**src/rtl/mux_4to1_rr.sv**
```systemverilog
// Four-channel round-robin merge with valid/ready on every channel and a
// registered output stage that tags each word with its source index.
module mux_4to1_rr #(
    parameter int width = 8
) (
    input  logic             clk,
    input  logic             rst_n,
    input  logic [width-1:0] i0,
    input  logic [width-1:0] i1,
    input  logic [width-1:0] i2,
    input  logic [width-1:0] i3,
    input  logic             i0_valid,
    input  logic             i1_valid,
    input  logic             i2_valid,
    input  logic             i3_valid,
    output logic             i0_ready,
    output logic             i1_ready,
    output logic             i2_ready,
    output logic             i3_ready,
    output logic [width-1:0] o,
    output logic [1:0]       o_sel,
    output logic             o_valid,
    input  logic             o_ready,
    output logic             o_dbg_state,
    output logic [1:0]       o_dbg_rr_ptr
);

    // Handshake: a word moves on a rising edge exactly when valid and ready
    // are both high on that channel. ready never looks at the channel's data.

    typedef enum logic {
        ST_EMPTY = 1'b0,
        ST_FULL  = 1'b1
    } state_t;

    state_t           r_state;
    state_t           w_state_nxt;
    logic [width-1:0] r_data;
    logic [1:0]       r_sel;
    logic [1:0]       r_rr_ptr;

    logic [3:0]       w_valid;
    logic [3:0]       w_ready;
    logic             w_load_en;
    logic             w_grant;
    logic [1:0]       w_gnt_idx;
    logic [width-1:0] w_gnt_data;

    assign w_valid   = {i3_valid, i2_valid, i1_valid, i0_valid};
    assign w_load_en = (r_state == ST_EMPTY) | o_ready;

    // First valid channel at or after r_rr_ptr, wrapping modulo 4.
    always_comb begin
        w_grant   = 1'b0;
        w_gnt_idx = r_rr_ptr;
        for (int k = 0; k < 4; k++) begin
            if (!w_grant && w_valid[r_rr_ptr + 2'(k)]) begin
                w_grant   = 1'b1;
                w_gnt_idx = r_rr_ptr + 2'(k);
            end
        end
        if (!w_load_en || !rst_n) begin
            w_grant = 1'b0;
        end
    end

    always_comb begin
        w_ready = 4'b0000;
        if (w_grant) begin
            w_ready = 4'b0001 << w_gnt_idx;
        end
    end

    assign i0_ready = w_ready[0];
    assign i1_ready = w_ready[1];
    assign i2_ready = w_ready[2];
    assign i3_ready = w_ready[3];

    always_comb begin
        w_gnt_data = i0;
        case (w_gnt_idx)
            2'd0:    w_gnt_data = i0;
            2'd1:    w_gnt_data = i1;
            2'd2:    w_gnt_data = i2;
            default: w_gnt_data = i3;
        endcase
    end

    always_comb begin
        w_state_nxt = r_state;
        case (r_state)
            ST_EMPTY: if (w_grant) w_state_nxt = ST_FULL;
            ST_FULL:  if (o_ready && !w_grant) w_state_nxt = ST_EMPTY;
            default:  w_state_nxt = ST_EMPTY;
        endcase
    end

    always_ff @(posedge clk or negedge rst_n) begin
        if (!rst_n) begin
            r_state <= ST_EMPTY;
        end else begin
            r_state <= w_state_nxt;
        end
    end

    // Data, tag and pointer only move on a grant, so a held word is bit-stable.
    always_ff @(posedge clk or negedge rst_n) begin
        if (!rst_n) begin
            r_data   <= '0;
            r_sel    <= 2'b00;
            r_rr_ptr <= 2'b00;
        end else if (w_grant) begin
            r_data   <= w_gnt_data;
            r_sel    <= w_gnt_idx;
            r_rr_ptr <= w_gnt_idx + 2'd1;
        end
    end

    assign o            = r_data;
    assign o_sel        = r_sel;
    assign o_valid      = (r_state == ST_FULL);
    assign o_dbg_state  = r_state;
    assign o_dbg_rr_ptr = r_rr_ptr;

endmodule
```
**config.mk**
```make
export PLATFORM = sky130hd
export DESIGN_NAME = mux_4to1_rr
export DESIGN_NICKNAME = d
export VERILOG_FILES = /design/src/rtl/mux_4to1_rr.sv
export SDC_FILE = /design/constraint.sdc
export NUM_CORES = 1
export LEC_CHECK = 0
export CORE_MARGIN = 2
export CORE_UTILIZATION = 35
export DETAILED_ROUTE_END_ITERATION = 10
export GPL_TIMING_DRIVEN = 0
export PLACE_DENSITY = 0.83
export SETUP_SLACK_MARGIN = 0.2
export SYNTH_ARGS = -nofsm -noshare
export SYNTH_HDL_FRONTEND = slang
export SYNTH_SLANG_ARGS = --single-unit
```
**constraint.sdc**
```tcl
create_clock -name clk -period 6.1 [get_ports clk]
set_clock_uncertainty 0.1 [all_clocks]
set_input_delay 0.915 -clock clk [delete_from_list [all_inputs] [get_ports clk]]
set_output_delay 0.915 -clock clk [all_outputs]
set_load 0.005 [all_outputs]
```
==> impl_metrics.toml, run 1 <==
[timing]
setup_violations = 0
period_needed_ns = 4.56
fin_ws_ns = 1.54
tightest_slew_ns = 0.760
final_hold_viol_count = 0
fmax_ghz = 0.219
fin_setup_tns_ns = 0
fin_hold_ws_ns = 0.403
slew_viol_final = 0
min_period_over_period = 0.748
slew_headroom = 0.492
rsz0062_at_grt = "false"

[min_path]
min_path_type = "register to register"
hold_depth = 1

[cells_and_area]
area_delta_synth_final_pct = 64.6
mostFrequentLayoutCells = "clkdlybuf4s50_1, dfrtp_1, a222oi_1, inv_1, mux2i_1"
final_area_um2 = 1590
utilization = 0.593
n_antenna_cell = 0
drive_above_1_share = 0.0933
layout_commonest_cell = "clkdlybuf4s50_1"
fin_nets = 195
final_cells = 181
fill_cells = 234

[logic_synthesis]
ys_seq_area_frac = 0.336
synth_area_per_cell_um2 = 10.8
yosys.area.top_type = "dfrtp_1"
syn_nets = 134
syn-cell-area_um2 = 968
ys_warn_count = 0
synth_seq_cells = 13
synth_area_leaders = "dfrtp_1, mux2_4, a222oi_1"
ys_types = 31
synth_top_area_frac = 0.336
syn_inst = 90

[setup_path]
path_cells = "clkdlybuf4s50_1 > nor2b_1 > o21ai_1 > and3_1 > ha_1 > clkbuf_1 > and3_1 > clkdlybuf4s50_1"
reg2reg_from = "o_dbg_rr_ptr[1]"
setup.worst_path.start_class = "input pin"
path_class = "input pin to output port"
startpoint = "i3_valid"
cp_max_fo = 9
end_kind = "output port"
ff2ff_setup_slack_ns = 3.53
crit_path_top_delay_cell = "clkdlybuf4s50_1"
cp.required_ns = 5.08
ff2ff_path_depth = 8
setup.worst_path.end = "i1_ready"
cp.arrival_ns = 3.55
reg2reg_to = "o[7]"
critPathMaxStageDelay_ns = 0.65

[place]
dpl.cell_count = 177
port_buffers = 56
dp_hpwl_um = 2200
routabilityCongestion = 0.843
pre_cts_slack_ns = 1.58
post_dp_cell_area_um2 = 1570

[grt]
gr-total-overflow = 0
grt_pass1_wl_um = 4510
antenna_found_initial = 0
grt_pass1_vias = 1028
grt_max_degree = 16
grt_usage = 0.182

[floorplan]
placementRows = 19
die_h_um = 56.6
initial_core_util = 0.361
ios = 57
core_region_area_um2 = 2690
dieArea_um2 = 3200
die_w_um = 56.6

[clock_tree]
cts_hold_buf = 0
cts_root_buf = "clkbuf_4"
path_clk_slew_ns = 0.09
worstSkewPairLatency_ns = 0.28
cts_tree = "done"
numCtsBuffers = 3
clockBufferDepth = 2
cts_setup_buffers = 0
h-tree-depth = 1
cts_resized = 0
clock_sinks = 13

[drt]
drt_iter0_markers = 70
via_per_inst = 5.35
routedWlPerCell_um = 15.4
drt-pass1-iter-count = 6
wl_um = 2800
vias = 968
drc = 0
drtAntennaViolNets = 0

[power_and_ir_drop]
ir_drop_uv = 175
comb_power_share = 0.593
net-switching-power_mw = 0.172
p_clk_frac = 0.109
leakagePower_nw = 0.697
p_seq_frac = 0.298
p_sw_frac = 0.341
p_int_mw = 0.332
totalPowerFinal_mw = 0.503
p_per_area_nw_per_um2 = 316

[status]
status = "complete, no violations"

[flow_run]
maxCapViolations = 0
-- area by class of cell --
class / count / area [um^2] / share of cell area
Clock buffer: 4 / 26.3 / 0.0165
Multi-Input combinational cell: 63 / 579 / 0.363
Tap cell: 31 / 38.8 / 0.0243
Timing Repair Buffer: 56 / 561 / 0.352
Buffer: 6 / 33.8 / 0.0212
Sequential cell: 13 / 325 / 0.204
Inverter: 8 / 30.0 / 0.0188
-- layer usage --
| metal | vias to the layer above | wire length [um] | global-route usage |
|---|---|---|---|
| li1 | 461 | - | - |
| met2 | 55 | 1370 | 0.296 |
| met1 | 445 | 1130 | 0.218 |
| met5 | - | 0 | 0 |
| met3 | 7 | 248 | 0.0599 |
| met4 | 0 | 46 | 0.0782 |
-- registers in the layout, summed over array words and instances (netlist names) --
| name | count |
|---|---|
| o_dbg_rr_ptr | 2 |
| o_sel | 2 |
| o_dbg_state | 1 |
| o | 8 |
-- synthesized netlist by cell type (all sizes together) --
master / n
o21bai: 2
o21ai: 3
o41a: 1
a2111o: 1
inv: 8
buf: 2
nor2: 2
nand3: 1
mux2i: 8
nor3: 1
a41oi: 1
and2: 1
and3: 5
ha: 5
nand2: 2
a222oi: 8
a21oi: 2
clkbuf: 4
a31oi: 1
a21boi: 2
mux2: 8
o41ai: 1
nor2b: 5
nand2b: 1
dfrtp: 13
a41o: 1
o31ai: 1
-- worst min path at each step --
stage,end,from,slack (ns)
after CTS,o[5],o[5],0.41
after detailed placement,o[5],o[5],0.39
after floorplan,o[5],o[5],0.38
final,o[5],o[5],0.40
after global placement,o[5],o[5],0.37
after global routing,o[5],o[5],0.44
-- worst max-delay path, delay by kind of cell --
| family | cells | cell delay, ns |
|---|---|---|
| compound gates | 1 | 0.28 |
| simple gates | 3 | 0.65 |
| fa+ha+maj | 1 | 0.18 |
| buf+inv | 3 | 1.52 |
-- logic make-up after synthesis --
| kind of cell | Yosys count | share of synthesized area |
|---|---|---|
| muxes | 16 | 0.203 |
| and+or+nand+nor | 18 | 0.106 |
| AOI/OAI and AO/OA | 24 | 0.225 |
| DFF | 13 | 0.336 |
| adders and majority gates | 5 | 0.0646 |
| buffers and inverters | 14 | 0.0659 |
-- power by group through the flow --
stage | Clock [mW] | Sequential [mW] | Combinational, mW
detailed placement | 0 | 0.150 | 0.300
global route | 0.0603 | 0.155 | 0.322
finish | 0.0547 | 0.150 | 0.299
CTS | 0.0551 | 0.150 | 0.301
global placement | 0 | 0.150 | 0.291
floorplan | 0 | 0.149 | 0.156
Power figures use the tool's default switching activity.
==> inputs of run 2 (changes only) <==
--- a/config.mk
+++ b/config.mk
@@ -6,10 +6,10 @@
 export NUM_CORES = 1
 export LEC_CHECK = 0
 export CORE_MARGIN = 2
-export CORE_UTILIZATION = 35
+export CORE_UTILIZATION = 34
 export DETAILED_ROUTE_END_ITERATION = 10
 export GPL_TIMING_DRIVEN = 0
-export PLACE_DENSITY = 0.83
+export PLACE_DENSITY = 0.84
 export SETUP_SLACK_MARGIN = 0.2
 export SYNTH_ARGS = -nofsm -noshare
 export SYNTH_HDL_FRONTEND = slang
==> constraint.sdc (replaced) <==
create_clock -name clk -period 3.7 [get_ports clk]
set_clock_uncertainty 0.1 [all_clocks]
set_input_delay 0.555 -clock clk [delete_from_list [all_inputs] [get_ports clk]]
set_output_delay 0.555 -clock clk [all_outputs]
set_load 0.005 [all_outputs]
==> impl_metrics.toml, run 2 (same netlist as run 1, synthesis figures left out) <==
[status]
status = "complete, no violations"

[cells_and_area]
n_antenna_cell = 0
fin_nets = 195
largest_reg_flops = 8
area_delta_synth_final_pct = 66.9
mostFrequentLayoutCells = "clkdlybuf4s50_1, dfrtp_1, a222oi_1, inv_1, mux2i_1"
layout_commonest_cell = "clkdlybuf4s50_1"
drive_above_1_share = 0.153

[grt]
gr-total-overflow = 0
grtUsageMet1 = 0.204
grt_usage = 0.173
grt_pass1_vias = 993
met2_usage = 0.308
grt.busiest_layer = "met2"
antenna_found_initial = 0
grt_pass1_wl_um = 4460
grt_use_met3 = 0.0499
grt_max_degree = 16

[timing]
tightest_slew_ns = 0.730
fmax_ghz = 0.294
rsz0062_at_grt = "false"
fin_ws_ns = 0.301
slew_viol_final = 0
final_hold_viol_count = 0
slew_headroom = 0.512
min_period_over_period = 0.919
period_needed_ns = 3.40
setup_violations = 0

[setup_path]
setup.worst_path.start_class = "input pin"
path_class = "input pin to output port"
path_buf_inv = 3
ff2ff_path_depth = 8
cp.arrival_ns = 2.74
end_kind = "output port"
path_depth = 8
cp.required_ns = 3.04
critPathMaxStageDelay_ns = 0.49
crit_path_top_delay_cell = "clkdlybuf4s50_1"
path_cells = "dlygate4sd2_1 > nor2b_1 > a2111o_1 > nand2_1 > ha_1 > buf_2 > and3_1 > clkdlybuf4s50_1"
crit_family = "buffers and inverters"
cp_max_fo = 9
ff2ff_setup_slack_ns = 1.17

[drt]
routedWlPerCell_um = 15.4
via_per_inst = 5.39
drt-pass1-iter-count = 5
drt_iter0_markers = 57
drc = 0
drtAntennaViolNets = 0
wl_um = 2780
vias = 975

[power_and_ir_drop]
p_per_area_nw_per_um2 = 525
leakagePower_nw = 0.727
ir_drop_uv = 313
totalPowerFinal_mw = 0.849

[floorplan]
dieArea_um2 = 3290
die_w_um = 57.4
die_h_um = 57.4
placementRows = 19
initial_core_util = 0.354
ios = 57
core_region_area_um2 = 2730

[clock_tree]
cts_tree = "done"
cts_setup_buffers = 0
numCtsBuffers = 3
h-tree-depth = 1
path_clk_slew_ns = 0.08
clock_sinks = 13
worstSkewPairLatency_ns = 0.28
cts_root_buf = "clkbuf_4"
clockBufferDepth = 2

[place]
port_buffers = 56
dp_hpwl_um = 2180
pre_cts_slack_ns = -0.0972
routabilityCongestion = 0.815

[min_path]
hold_depth = 1
min_path_type = "register to register"

[flow_run]
maxCapViolations = 0
[run 2: changes by cell type in the layout (fill, tap and decap cells not counted), moves of 2 or more]
cell / change
dlymetal6s2s_1: +2
o21ai_1: -2
clkdlybuf4s50_1: -4
o21bai_1: -2
o21ai_2: +2
o21bai_2: +2
clkbuf_1: -3
clkbuf_2: +3
[run 2: power by group]
group | leakage [nW] | total (mW) | switching (mW) | internal (mW)
clock | 0.0150 | 0.0900 | 0.0483 | 0.0418
sequential | 0.156 | 0.247 | 0.0464 | 0.201
combinational | 0.556 | 0.511 | 0.198 | 0.314
total | 0.727 | 0.849 | 0.292 | 0.557
[run 2: per-stage QoR]
step                      instances  instance area (um^2)  hold slack, ns   util  TNS [ns]
after floorplan                  90                   968           0.159      -         0
after detailed placement        177                  1570           0.389  0.573    -0.144
after global placement          177                  1570           0.372  0.573   -0.0309
after CTS                       181                  1600           0.407  0.585         0
final                           181                  1620           0.398  0.591         0
after global routing            181                  1620           0.442  0.591         0
[run 2: layer usage]
layer,vias to the layer above,wire (um)
met5,-,0
met4,0,36
met3,4,213
met2,42,1470
met1,468,1060
li1,461,-
[run 2: what timing repair did]
item,in CTS,in global routing
setup endpoints to repair,3,3
gates resized for setup,6,9
hold buffers,0,0
[run 2: cell type report]
cell class                 count  area, um^2
multi-input combinational     63         599
fill                         236        1120
inverter                       8        30.0
sequential                    13         325
clock buffer                   4        26.3
timing repair buffer          56         559
buffer                         6        37.5
tap                           31        38.8
[run 2: final timing paths]
kind                                  from        to
setup reg to reg           o_dbg_rr_ptr[1]      o[3]
hold reg to reg                       o[5]      o[5]
hold / removal                        o[5]      o[5]
setup / recovery                  i0_valid  i2_ready
max in group asynchronous            rst_n  o_sel[0]
min in group asynchronous            rst_n      o[6]
==> inputs of run 3 (changes only) <==
--- a/config.mk
+++ b/config.mk
@@ -5,6 +5,7 @@
 export SDC_FILE = /design/constraint.sdc
 export NUM_CORES = 1
 export LEC_CHECK = 0
+export CORE_ASPECT_RATIO = 0.7
 export CORE_MARGIN = 2
 export CORE_UTILIZATION = 34
 export DETAILED_ROUTE_END_ITERATION = 10
==> impl_metrics.toml, run 3 (same netlist as run 1, synthesis figures left out) <==
[setup_path]
cpMostUsedCell = "clkdlybuf4s50_1"
cp.required_ns = 3.04
cp_max_fo = 9
crit_path_top_delay_cell = "clkdlybuf4s50_1"
crit_family = "buffers and inverters"
critPathMaxStageDelay_ns = 0.59
end_kind = "output port"
setup.worst_path.start_class = "input pin"
path_cells = "clkdlybuf4s50_1 > nor2_1 > o21bai_2 > and3_2 > ha_1 > buf_2 > and3_1 > clkdlybuf4s50_1"
path_buf_inv = 3
path_class = "input pin to output port"
cp.arrival_ns = 2.76

[drt]
drt-pass1-iter-count = 5
routedWlPerCell_um = 16.0
via_per_inst = 5.52
drtAntennaViolNets = 0
vias = 1027
drc = 0
wl_um = 2970
drt_iter0_markers = 89

[cells_and_area]
n_antenna_cell = 0
final_area_um2 = 1640
mostFrequentLayoutCells = "clkdlybuf4s50_1, dfrtp_1, a222oi_1, inv_1, mux2i_1"
layout_commonest_cell = "clkdlybuf4s50_1"
drive_above_1_share = 0.147
largest_reg_flops = 8
fin_nets = 195
area_delta_synth_final_pct = 69.4

[clock_tree]
worstSkewPairLatency_ns = 0.25
clock_sinks = 13
cts_tree = "done"
clockBufferDepth = 2
cts_hold_buf = 0
cts_setup_buffers = 0
cts_root_buf = "clkbuf_8"
h-tree-depth = 1
numCtsBuffers = 3
path_clk_slew_ns = 0.06

[timing]
min_period_over_period = 0.924
fin_setup_tns_ns = 0
fmax_ghz = 0.293
rsz0062_at_grt = "false"
setup_violations = 0
tightest_slew_ns = 0.728
final_hold_viol_count = 0
slew_headroom = 0.513
slew_viol_final = 0
period_needed_ns = 3.42

[flow_run]
maxCapViolations = 0

[place]
port_buffers = 56
dp_hpwl_um = 2190
routabilityCongestion = 0.747
post_dp_cell_area_um2 = 1570

[grt]
grt_use_met3 = 0.0535
grt_usage = 0.186
gr-total-overflow = 0
grt.busiest_layer = "met2"
grtUsageMet1 = 0.246
met2_usage = 0.288
antenna_found_initial = 0
grt_pass1_wl_um = 4510
grt_pass1_vias = 958
grt_max_degree = 16

[power_and_ir_drop]
leakagePower_nw = 0.726
p_per_area_nw_per_um2 = 545
ir_drop_uv = 238

[floorplan]
die_w_um = 67.8
core_region_area_um2 = 2760
placementRows = 16
ios = 57
dieArea_um2 = 3300
initial_core_util = 0.351
die_h_um = 48.7

[status]
status = "complete, no violations"

[min_path]
min_path_type = "register to register"
## run 3: changes by cell type in the layout (fill, tap and decap cells not counted), sizes merged
cell	delta
clkbuf	-1
clkdlybuf4s50	+1
dlygate4sd2	+1
dlymetal6s2s	-1
## run 3: report_power, final
group          total, mW  switching, mW  internal (mW)
logic              0.508          0.196          0.312
registers          0.251         0.0494          0.202
clock network      0.135         0.0588         0.0764
## run 3: worst paths after layout
check	start	depth (start not counted)	end	slack, ns
worst max-delay path	i1_valid	8	i1_ready	0.28
worst min-delay path	o[5]	1	o[5]	0.39
worst max register to register	o_dbg_rr_ptr[1]	8	o[5]	1.14
worst min register to register	o[5]	1	o[5]	0.39
max in group asynchronous	rst_n	1	o[6]	2.41
min in group asynchronous	rst_n	1	o[3]	0.64
## run 3: cell type report
class	instances	area, um^2
Fill cell	231	1120
Multi-Input combinational cell	63	594
Timing Repair Buffer	56	561
Sequential cell	13	325
Clock buffer	4	45.0
Tap cell	36	45.0
Buffer	6	40.0
Inverter	8	30.0
## run 3: stage by stage
step	setup slack, ns	power [mW]	hold slack [ns]	std cells	util
after floorplan	1.19	0.502	0.159	90	-
after global placement	-0.0310	0.727	0.379	182	0.570
after detailed placement	-0.110	0.741	0.384	182	0.570
after CTS	0.216	0.885	0.398	186	0.589
after global routing	0.224	0.942	0.418	186	0.594
final	0.281	0.894	0.392	186	0.594
## run 3: metal layers
metal | wire [um] | vias up
li1 | - | 464
met1 | 1100 | 473
met2 | 1480 | 79
met3 | 331 | 11
met4 | 52 | 0
met5 | 0 | -
## run 3: repair_timing
action	in CTS	in global routing
pin swaps	0	1
gates resized for setup	7	6
endpoints found under the setup margin	3	3
